--- config.mk ---
export PLATFORM = sky130hd
export DESIGN_NAME = arbitro_contador_flat
export DESIGN_NICKNAME = d
export VERILOG_FILES = /design/src/rtl/arbitro_contador_if.sv /design/src/rtl/arbitro_contador.sv /design/src/flat_wrapper.sv
export SDC_FILE = /design/constraint.sdc
export NUM_CORES = 1
export LEC_CHECK = 0
export ABC_AREA = 1
export BUFFER_PORTS_ARGS = -buffer_cell sky130_fd_sc_hd__buf_2
export CORE_AREA = 4 4 60 62
export CTS_BUF_LIST = sky130_fd_sc_hd__clkbuf_4
export CTS_CLUSTER_SIZE = 12
export DETAILED_ROUTE_END_ITERATION = 8
export DIE_AREA = 0 0 64 66
export MAX_ROUTING_LAYER = met4
export PLACE_DENSITY = 0.77
export SLEW_MARGIN = 20
export SYNTH_ARGS = -nofsm -noshare
export SYNTH_HDL_FRONTEND = slang
export SYNTH_SLANG_ARGS = --single-unit
export TNS_END_PERCENT = 20
--- constraint.sdc ---
create_clock -name clk -period 1.58 [get_ports clk]
set_input_delay 0.395 -clock clk [delete_from_list [all_inputs] [get_ports clk]]
set_output_delay 0.395 -clock clk [all_outputs]
set_load 0.05 [all_outputs]
--- src/rtl/arbitro_contador_if.sv ---
// Interface: requester handshakes, counter control/feedback and job status for arbitro_contador.
// Ports: two requester channels (req*_valid/op/d/len/ready), counter side (enable/mode/D/rco),
//        status (busy/done/done_id/wraps). master = requester/counter side, slave = arbiter.
interface arbitro_contador_if;
   logic       req0_valid;
   logic [1:0] req0_op;
   logic [3:0] req0_d;
   logic [3:0] req0_len;
   logic       req0_ready;
   logic       req1_valid;
   logic [1:0] req1_op;
   logic [3:0] req1_d;
   logic [3:0] req1_len;
   logic       req1_ready;
   logic       enable;
   logic [1:0] mode;
   logic [3:0] D;
   logic       rco;
   logic       busy;
   logic       done;
   logic       done_id;
   logic [4:0] wraps;

   modport master (
      output req0_valid, req0_op, req0_d, req0_len,
      output req1_valid, req1_op, req1_d, req1_len,
      output rco,
      input  req0_ready, req1_ready,
      input  enable, mode, D,
      input  busy, done, done_id, wraps
   );

   modport slave (
      input  req0_valid, req0_op, req0_d, req0_len,
      input  req1_valid, req1_op, req1_d, req1_len,
      input  rco,
      output req0_ready, req1_ready,
      output enable, mode, D,
      output busy, done, done_id, wraps
   );
endinterface

--- src/rtl/arbitro_contador.sv ---
// Round-robin arbiter/sequencer sharing one 4-bit counter between two requesters.
// Ports: clk, reset (async active-low), bus (slave modport: requests, counter control, status).
// Latency: grant at the IDLE edge seeing valid; RUN len+1 cycles (1 for load), then one DONE cycle.
module arbitro_contador (
   input  logic               clk,
   input  logic               reset,
   arbitro_contador_if.slave  bus
);

   typedef enum logic [1:0] {IDLE, RUN, DONE} state_t;

   state_t     state, state_nx;
   logic       last, last_nx;
   logic       winner, winner_nx;
   logic [3:0] rem, rem_nx;
   logic [4:0] acc, acc_nx;

   // Registered outputs; mode_q/D_q double as the captured job fields while in RUN.
   logic       ready0_q, ready0_nx;
   logic       ready1_q, ready1_nx;
   logic       enable_q, enable_nx;
   logic [1:0] mode_q, mode_nx;
   logic [3:0] d_q, d_nx;
   logic       busy_q, busy_nx;
   logic       done_q, done_nx;
   logic       done_id_q, done_id_nx;
   logic [4:0] wraps_q, wraps_nx;

   logic       pick;
   logic [1:0] pick_op;

   // On a tie the requester that did not win last time is served; otherwise the lone requester.
   assign pick    = (bus.req0_valid && bus.req1_valid) ? ~last : bus.req1_valid;
   assign pick_op = pick ? bus.req1_op : bus.req0_op;

   always_comb begin
      state_nx   = state;
      last_nx    = last;
      winner_nx  = winner;
      rem_nx     = rem;
      acc_nx     = acc;
      ready0_nx  = 1'b0;
      ready1_nx  = 1'b0;
      enable_nx  = 1'b0;
      mode_nx    = 2'b00;
      d_nx       = 4'd0;
      busy_nx    = 1'b0;
      done_nx    = 1'b0;
      done_id_nx = done_id_q;
      wraps_nx   = wraps_q;
      case (state)
         IDLE: begin
            if (bus.req0_valid || bus.req1_valid) begin
               state_nx  = RUN;
               winner_nx = pick;
               last_nx   = pick;
               enable_nx = 1'b1;
               mode_nx   = pick_op;
               d_nx      = pick ? bus.req1_d : bus.req0_d;
               // A load needs a single counter update, so its length is forced to zero.
               rem_nx    = (pick_op == 2'b11) ? 4'd0 : (pick ? bus.req1_len : bus.req0_len);
               acc_nx    = 5'd0;
               busy_nx   = 1'b1;
               ready0_nx = ~pick;
               ready1_nx = pick;
            end
         end
         RUN: begin
            acc_nx  = acc + {4'd0, bus.rco};
            busy_nx = 1'b1;
            if (rem == 4'd0) begin
               state_nx   = DONE;
               done_nx    = 1'b1;
               done_id_nx = winner;
               wraps_nx   = acc + {4'd0, bus.rco};
            end else begin
               rem_nx    = rem - 4'd1;
               enable_nx = 1'b1;
               mode_nx   = mode_q;
               d_nx      = d_q;
            end
         end
         DONE: begin
            state_nx = IDLE;
         end
         default: begin
            state_nx = IDLE;
         end
      endcase
   end

   always_ff @(posedge clk or negedge reset) begin
      if (!reset) begin
         state     <= IDLE;
         last      <= 1'b1;
         winner    <= 1'b0;
         rem       <= 4'd0;
         acc       <= 5'd0;
         ready0_q  <= 1'b0;
         ready1_q  <= 1'b0;
         enable_q  <= 1'b0;
         mode_q    <= 2'b00;
         d_q       <= 4'd0;
         busy_q    <= 1'b0;
         done_q    <= 1'b0;
         done_id_q <= 1'b0;
         wraps_q   <= 5'd0;
      end else begin
         state     <= state_nx;
         last      <= last_nx;
         winner    <= winner_nx;
         rem       <= rem_nx;
         acc       <= acc_nx;
         ready0_q  <= ready0_nx;
         ready1_q  <= ready1_nx;
         enable_q  <= enable_nx;
         mode_q    <= mode_nx;
         d_q       <= d_nx;
         busy_q    <= busy_nx;
         done_q    <= done_nx;
         done_id_q <= done_id_nx;
         wraps_q   <= wraps_nx;
      end
   end

   assign bus.req0_ready = ready0_q;
   assign bus.req1_ready = ready1_q;
   assign bus.enable     = enable_q;
   assign bus.mode       = mode_q;
   assign bus.D          = d_q;
   assign bus.busy       = busy_q;
   assign bus.done       = done_q;
   assign bus.done_id    = done_id_q;
   assign bus.wraps      = wraps_q;

endmodule

--- src/flat_wrapper.sv ---
// flat-port wrapper written by rule: the top's interface ports become plain ports
module arbitro_contador_flat 
  (clk, reset, bus_req0_valid, bus_req0_op, bus_req0_d, bus_req0_len, bus_req1_valid, bus_req1_op, bus_req1_d, bus_req1_len, bus_rco, bus_req0_ready, bus_req1_ready, bus_enable, bus_mode, bus_D, bus_busy, bus_done, bus_done_id, bus_wraps);
  arbitro_contador_if bus_i ();
  input  logic clk;
  input  logic reset;
  input wire logic [$bits(bus_i.req0_valid)-1:0] bus_req0_valid;
  input wire logic [$bits(bus_i.req0_op)-1:0] bus_req0_op;
  input wire logic [$bits(bus_i.req0_d)-1:0] bus_req0_d;
  input wire logic [$bits(bus_i.req0_len)-1:0] bus_req0_len;
  input wire logic [$bits(bus_i.req1_valid)-1:0] bus_req1_valid;
  input wire logic [$bits(bus_i.req1_op)-1:0] bus_req1_op;
  input wire logic [$bits(bus_i.req1_d)-1:0] bus_req1_d;
  input wire logic [$bits(bus_i.req1_len)-1:0] bus_req1_len;
  input wire logic [$bits(bus_i.rco)-1:0] bus_rco;
  output wire logic [$bits(bus_i.req0_ready)-1:0] bus_req0_ready;
  output wire logic [$bits(bus_i.req1_ready)-1:0] bus_req1_ready;
  output wire logic [$bits(bus_i.enable)-1:0] bus_enable;
  output wire logic [$bits(bus_i.mode)-1:0] bus_mode;
  output wire logic [$bits(bus_i.D)-1:0] bus_D;
  output wire logic [$bits(bus_i.busy)-1:0] bus_busy;
  output wire logic [$bits(bus_i.done)-1:0] bus_done;
  output wire logic [$bits(bus_i.done_id)-1:0] bus_done_id;
  output wire logic [$bits(bus_i.wraps)-1:0] bus_wraps;
  assign bus_i.req0_valid = bus_req0_valid;
  assign bus_i.req0_op = bus_req0_op;
  assign bus_i.req0_d = bus_req0_d;
  assign bus_i.req0_len = bus_req0_len;
  assign bus_i.req1_valid = bus_req1_valid;
  assign bus_i.req1_op = bus_req1_op;
  assign bus_i.req1_d = bus_req1_d;
  assign bus_i.req1_len = bus_req1_len;
  assign bus_i.rco = bus_rco;
  assign bus_req0_ready = bus_i.req0_ready;
  assign bus_req1_ready = bus_i.req1_ready;
  assign bus_enable = bus_i.enable;
  assign bus_mode = bus_i.mode;
  assign bus_D = bus_i.D;
  assign bus_busy = bus_i.busy;
  assign bus_done = bus_i.done;
  assign bus_done_id = bus_i.done_id;
  assign bus_wraps = bus_i.wraps;
  arbitro_contador u_core (.clk(clk), .reset(reset), .bus(bus_i));
endmodule
==> impl_metrics.env, run 1 <==
export IMPL_status="finished clean"
export IMPL_layout_area_seq_um2=752
export IMPL_routabilityCongestion=0.786
export IMPL_clkPwrFrac_pct=11.5
export IMPL_fp_dieH_um=66
export IMPL_startpoint_type="flop"
export IMPL_hold_path_class="primary input to asynchronous set/reset pin"
export IMPL_drive_gt1_share_pct=33.3
export IMPL_antenna_cells=0
export IMPL_ys_ff_latch=30
export IMPL_grt_pass1_vias=1266
export IMPL_syn_inst=180
export IMPL_p_comb_share_pct=55.0
export IMPL_start_util_pct=49.5
export IMPL_maxSlewViolCount=0
export IMPL_cts_num_sinks=30
export IMPL_wl_per_cell_um=11.5
export IMPL_ant_nets=0
export IMPL_cts_root_buf="clkbuf_4"
export IMPL_drv_cap=0
export IMPL_antenna_found_initial=0
export IMPL_endpoint_kind="flop"
export IMPL_first_iter_violations=24
export IMPL_grtUsageTotal_pct=16.6
export IMPL_vias=1320
export IMPL_async_reset_ff_share_pct=100
export IMPL_insertion_delay_ps=330
export IMPL_nets=258
export IMPL_cts_tree="built"
export IMPL_finalPower_mw=3.86
export IMPL_post_cts_buffers=0
export IMPL_cp_data_required_time_ps=1820
export IMPL_cts_htree_levels=2
export IMPL_dieWidth_um=64
export IMPL_grt_pass1_wl_mm=5.33
export IMPL_cts_buffers=5
export IMPL_power_leakage_nw=0.998
export IMPL_syn_to_final_growth_pct=22.3
export IMPL_yosysWarnings=0
export IMPL_critPathTopFamily="simple AND/OR/NAND/NOR gates"
export IMPL_worst_ir_drop_vdd_v=0.00115
export IMPL_path_buf_inv=1
export IMPL_p_sw_share_pct=50.7
export IMPL_slew_headroom_pct=74.7
export IMPL_fillerInstances=286
export IMPL_rows=20
export IMPL_clockBufferDepth=2
export IMPL_hold_viol_final=0
export IMPL_wl_mm=3.16
export IMPL_worstPathArrival_ps=1710
export IMPL_first_pass_iters=4
export IMPL_period_share_pct=93.0
export IMPL_p_switching_mw=1.96
export IMPL_multiInputGateArea_um2=651
export IMPL_ys_seq_area_share_pct=50.2
export IMPL_path_clk_slew_ps=100
export IMPL_p_seq_share_pct=33.5
export IMPL_placed_cells=267
export IMPL_synth_edf_count=0
export IMPL_syn_nets=208
export IMPL_setup_violations=0
export IMPL_critPathMaxFanout=6
export IMPL_holdWs_ps=63.0
export IMPL_gr_total_overflow=0
export IMPL_internal_power_mw=1.90
export IMPL_ys_types=23
export IMPL_postCtsHoldBufs=0
export IMPL_hpwl_mm=2.30
export IMPL_syn_cell_area_um2=1500
export IMPL_io_buffers=41
export IMPL_setup_tns_final_ps=0
export IMPL_die_area_um2=4220
export IMPL_critPathSlowestCell="dfrtp_1"
export IMPL_fin_skew_ps=5.24
export IMPL_instances_no_fill=275
export IMPL_avgSynthCellArea_um2=8.33
export IMPL_drcViolationCount=0
export IMPL_grt_max_degree=31
export IMPL_cts_resized=0
export IMPL_max_slew_worst_pin_slew_ps=379
export IMPL_vias_per_cell=4.80
export IMPL_crit_chain="inv_1, ha_1, nand2_1, nor2_2, mux2i_1"
export IMPL_timing_final_crit_period_ps=1470
export IMPL_io_pins=42
export IMPL_fmax_mhz=680
export IMPL_coreArea_um2=3030
export IMPL_crit_type="flop to flop"
export IMPL_synth_flop_cell="dfrtp_1"
export IMPL_max_stage_delay_ps=410
export IMPL_powerDensity_nw_per_um2=2110
kinds of logic (layout without fill, tap and decap cells):
family,after synthesis,after routing,synth area share [%]
adder cells (fa/ha/maj),3,3,2.50
AO/OA/AOI/OAI,20,20,8.60
multiplexers,1,1,0.668
buffers and inverters,22,73,6.76
AND/OR/NAND/NOR,101,101,29.5
XOR/XNOR,3,3,1.75
flip-flops,30,30,50.2
stage by stage:
step | utilization, % | setup slack [ps] | area [µm²]
floorplan | - | 275 | 1500
global placement | 58.6 | 201 | 1770
detailed placement | 58.6 | 133 | 1770
CTS | 60.4 | 100 | 1830
global route | 60.5 | -7.89 | 1830
finish | 60.5 | 110 | 1830
layout by cell type (no fill, tap or decap), drive strengths merged, types with 2 or more instances in the layout:
master / n
a21oi: 5
clkbuf: 5
xor2: 2
o21ai: 14
buf: 48
ha: 3
nand3: 17
nand2: 53
nor2: 31
inv: 17
dfrtp: 29
clkinv: 2
registers in the layout, indices dropped and copies added (netlist names):
name	count
u_core.state	2
u_core.bus.mode	2
u_core.acc	5
u_core.bus.req0_ready	1
u_core.winner	1
u_core.bus.done_id	1
u_core.bus.busy	1
u_core.bus.wraps	5
u_core.bus.enable	1
u_core.bus.done	1
u_core.bus.req1_ready	1
u_core.rem	4
u_core.last	1
u_core.bus.D	4
cell type report:
type | count | share of cell area, %
well taps | 44 | 3.00
repair buffers | 48 | 14.1
flip-flops and latches | 30 | 41.0
multi-input cells | 128 | 35.5
inverters | 17 | 3.48
clock buffers | 5 | 2.05
clock inverters | 3 | 0.887
worst paths after layout:
check	startpoint	to	slack [ps]	cells past startpoint
max in group asynchronous	reset	u_core.last	1210	2
max	u_core.rem[0]	u_core.bus.wraps[3]	110	5
min reg2reg	u_core.winner	u_core.winner	480	2
max reg2reg	u_core.rem[0]	u_core.bus.wraps[3]	110	5
min	reset	u_core.acc[0]	60	2
min in group clk	bus_req0_d[3]	u_core.bus.D[3]	270	3
routing by layer:
metal / share of wire (%) / wire length [µm] / vias up / global-route usage, %
li1: - / - / 665 / -
met1: 43 / 1350 / 605 / 19.4
met2: 48 / 1530 / 41 / 26.7
met3: 6.3 / 199 / 9 / 4.25
met4: 2.5 / 78 / 0 / 8.09
met5: 0 / 0 / - / -
synthesized netlist by cell type, types with 2 or more instances:
master   instances  area [µm²]
ha_1             3        37.5
o21ai_1          4        20.0
nand2_1         44         165
nand3_1         17        85.1
o21ai_0          9        45.0
buf_6            2        22.5
dfrtp_1         29         726
nor2_2           3        18.8
xor2_1           2        17.5
inv_1           14        52.6
nand2_2          8        50.1
buf_2            3        15.0
a21oi_2          4        35.0
inv_2            3        11.3
nor2_1          27         101
power by group through the flow:
stage | registers [mW] | clock network [mW] | logic, mW
after floorplan | 1.88 | 0 | 1.06
after global placement | 1.30 | 0 | 2.08
after detailed placement | 1.30 | 0 | 2.11
after global routing | 1.34 | 0.493 | 2.33
after CTS | 1.29 | 0.457 | 2.13
final | 1.29 | 0.442 | 2.12
Power figures use the tool's default switching activity.
==> run 2, diff against run 1 <==
BUFFER_PORTS_ARGS = -buffer_cell sky130_fd_sc_hd__buf_4   (was -buffer_cell sky130_fd_sc_hd__buf_2)
==> run 2 against run 1 <==
Effect of this change:
- clock power is 1% higher
- register-to-register slack hardly changed
- power is 3.0% higher
- design area is 5.5% higher
- highest routed layer unchanged
==> impl_metrics.env, run 2 (same netlist as run 1, synthesis figures left out) <==
export IMPL_status="finished clean"
export IMPL_wl_per_cell_um=11.3
export IMPL_r2r_cells=4
export IMPL_wl_mm=3.09
export IMPL_first_iter_violations=41
export IMPL_r2r_setup_slack_ps=110
export IMPL_crit_type="flop to flop"
export IMPL_setup_violations=0
export IMPL_post_cts_buffers=0
export IMPL_startpoint_type="flop"
export IMPL_powerDensity_nw_per_um2=2060
export IMPL_hold_path_class="primary input to flop"
export IMPL_grt_pass1_vias=1310
export IMPL_cts_tree="built"
export IMPL_drive_gt1_share_pct=33.0
export IMPL_holdWs_ps=257
export IMPL_hold_viol_final=0
export IMPL_setup_tns_final_ps=0
export IMPL_instances_no_fill=274
export IMPL_antenna_found_initial=0
export IMPL_path_buf_inv=1
export IMPL_min_from="bus_req0_d[3]"
export IMPL_fin_skew_ps=8.98
export IMPL_hold_path_endpoint="u_core.bus.D[3]"
export IMPL_cts_root_buf="clkbuf_4"
export IMPL_finalCoreUtilization_pct=63.8
export IMPL_reg2reg_from="u_core.state[1]"
export IMPL_fmax_mhz=680
export IMPL_r2r_end="u_core.bus.wraps[3]"
export IMPL_routabilityCongestion=0.821
export IMPL_drcViolationCount=0
export IMPL_stdcell_area_um2=1930
export IMPL_clockBufferDepth=2
export IMPL_layout_common_cells="46 x buf_4, 44 x nand2_1, 29 x dfrtp_1"
export IMPL_syn_to_final_growth_pct=29.0
export IMPL_max_slew_worst_pin_slew_ps=368
export IMPL_max_stage_delay_ps=440
export IMPL_maxSlewViolCount=0
export IMPL_ant_nets=0
export IMPL_vias_per_cell=4.68
export IMPL_insertion_delay_ps=340
export IMPL_cts_htree_levels=2
export IMPL_grt_max_degree=31
export IMPL_grtUsageTotal_pct=17.5
export IMPL_path_clk_slew_ps=100
export IMPL_dieWidth_um=64
export IMPL_critPathMaxFanout=13
export IMPL_critPathSlowestCell="dfrtp_1"
export IMPL_vias=1283
export IMPL_cp_data_required_time_ps=1840
export IMPL_holdPathStages=3
export IMPL_met3_wirelength_um=183
export IMPL_slew_headroom_pct=75.5
export IMPL_worst_ir_drop_vdd_v=0.000986
export IMPL_layout_commonest_cell="buf_4"
export IMPL_io_buffers=41
export IMPL_io_pins=42
export IMPL_rows=20
export IMPL_critPathTopFamily="simple AND/OR/NAND/NOR gates"
export IMPL_fp_dieH_um=66
export IMPL_hpwl_mm=2.32
export IMPL_period_share_pct=93.1
export IMPL_placed_cells=265
export IMPL_endpoint_kind="flop"
export IMPL_start_util_pct=49.5
export IMPL_cts_buffers=5
export IMPL_timing_final_crit_period_ps=1470
export IMPL_gr_total_overflow=0
export IMPL_first_pass_iters=4
export IMPL_wl_met2_mm=1.44
export IMPL_coreArea_um2=3030
export IMPL_worstPathArrival_ps=1730
export IMPL_crit_chain="nor2_4, inv_2, nor2_2, mux2i_1"
export IMPL_top_layer="met4"
export IMPL_cts_num_sinks=30
export IMPL_dpl_cell_area_um2=1860
export IMPL_antenna_cells=0
export IMPL_nets=257
export IMPL_die_area_um2=4220
export IMPL_rsz0062_at_grt="no"
export IMPL_grt_pass1_wl_mm=5.56
export IMPL_drv_cap=0
export IMPL_power_leakage_nw=1.02
export IMPL_met1_length_mm=1.40
run 2: worst max path at each step:
stage	endpoint	depth (start not counted)	start
after global routing	u_core.bus.wraps[3]	5	u_core.rem[0]
final	u_core.bus.wraps[3]	4	u_core.state[1]
after detailed placement	u_core.bus.wraps[3]	4	u_core.state[1]
after CTS	u_core.bus.wraps[3]	4	u_core.state[1]
after floorplan	u_core.rem[3]	8	u_core.rem[0]
after global placement	u_core.acc[4]	7	bus_rco
run 2: repair_timing:
item	in CTS	in global routing
setup endpoints to repair	0	1
hold buffers	1	0
hold endpoints to repair	29	0
gates resized for setup	0	2
run 2: final cells by class:
| class | instances | area [µm²] |
|---|---|---|
| fill | 275 | 1090 |
| sequential | 30 | 752 |
| multi-input combinational | 128 | 653 |
| timing repair buffer | 47 | 355 |
| inverter | 17 | 63.8 |
| tap | 44 | 55.1 |
| clock buffer | 5 | 37.5 |
| clock inverter | 3 | 16.3 |
run 2: metal layers:
| layer | up-vias | track usage (%) |
|---|---|---|
| met3 | 11 | 4.59 |
| met4 | 0 | 9.70 |
| li1 | 659 | - |
| met2 | 34 | 26.1 |
| met1 | 579 | 21.7 |
| met5 | - | - |
run 2: through the flow:
step	total power, mW	worst slack [ps]
2_1_floorplan	2.94	275
4_1_cts	3.98	102
3_5_place_dp	3.53	121
3_3_place_gp	3.49	191
6_report	3.97	109
5_1_grt	4.32	24.3
run 2: power breakdown:
group	internal, mW	switching (mW)
clock network	0.165	0.283
registers	1.10	0.202
logic	0.746	1.48
run 2: worst reg2reg max path, stage by stage, from the launching register on:
cell	delay (ps)
dfrtp_1	440
nor2_4	250
inv_2	170
nor2_2	280
mux2i_1	260
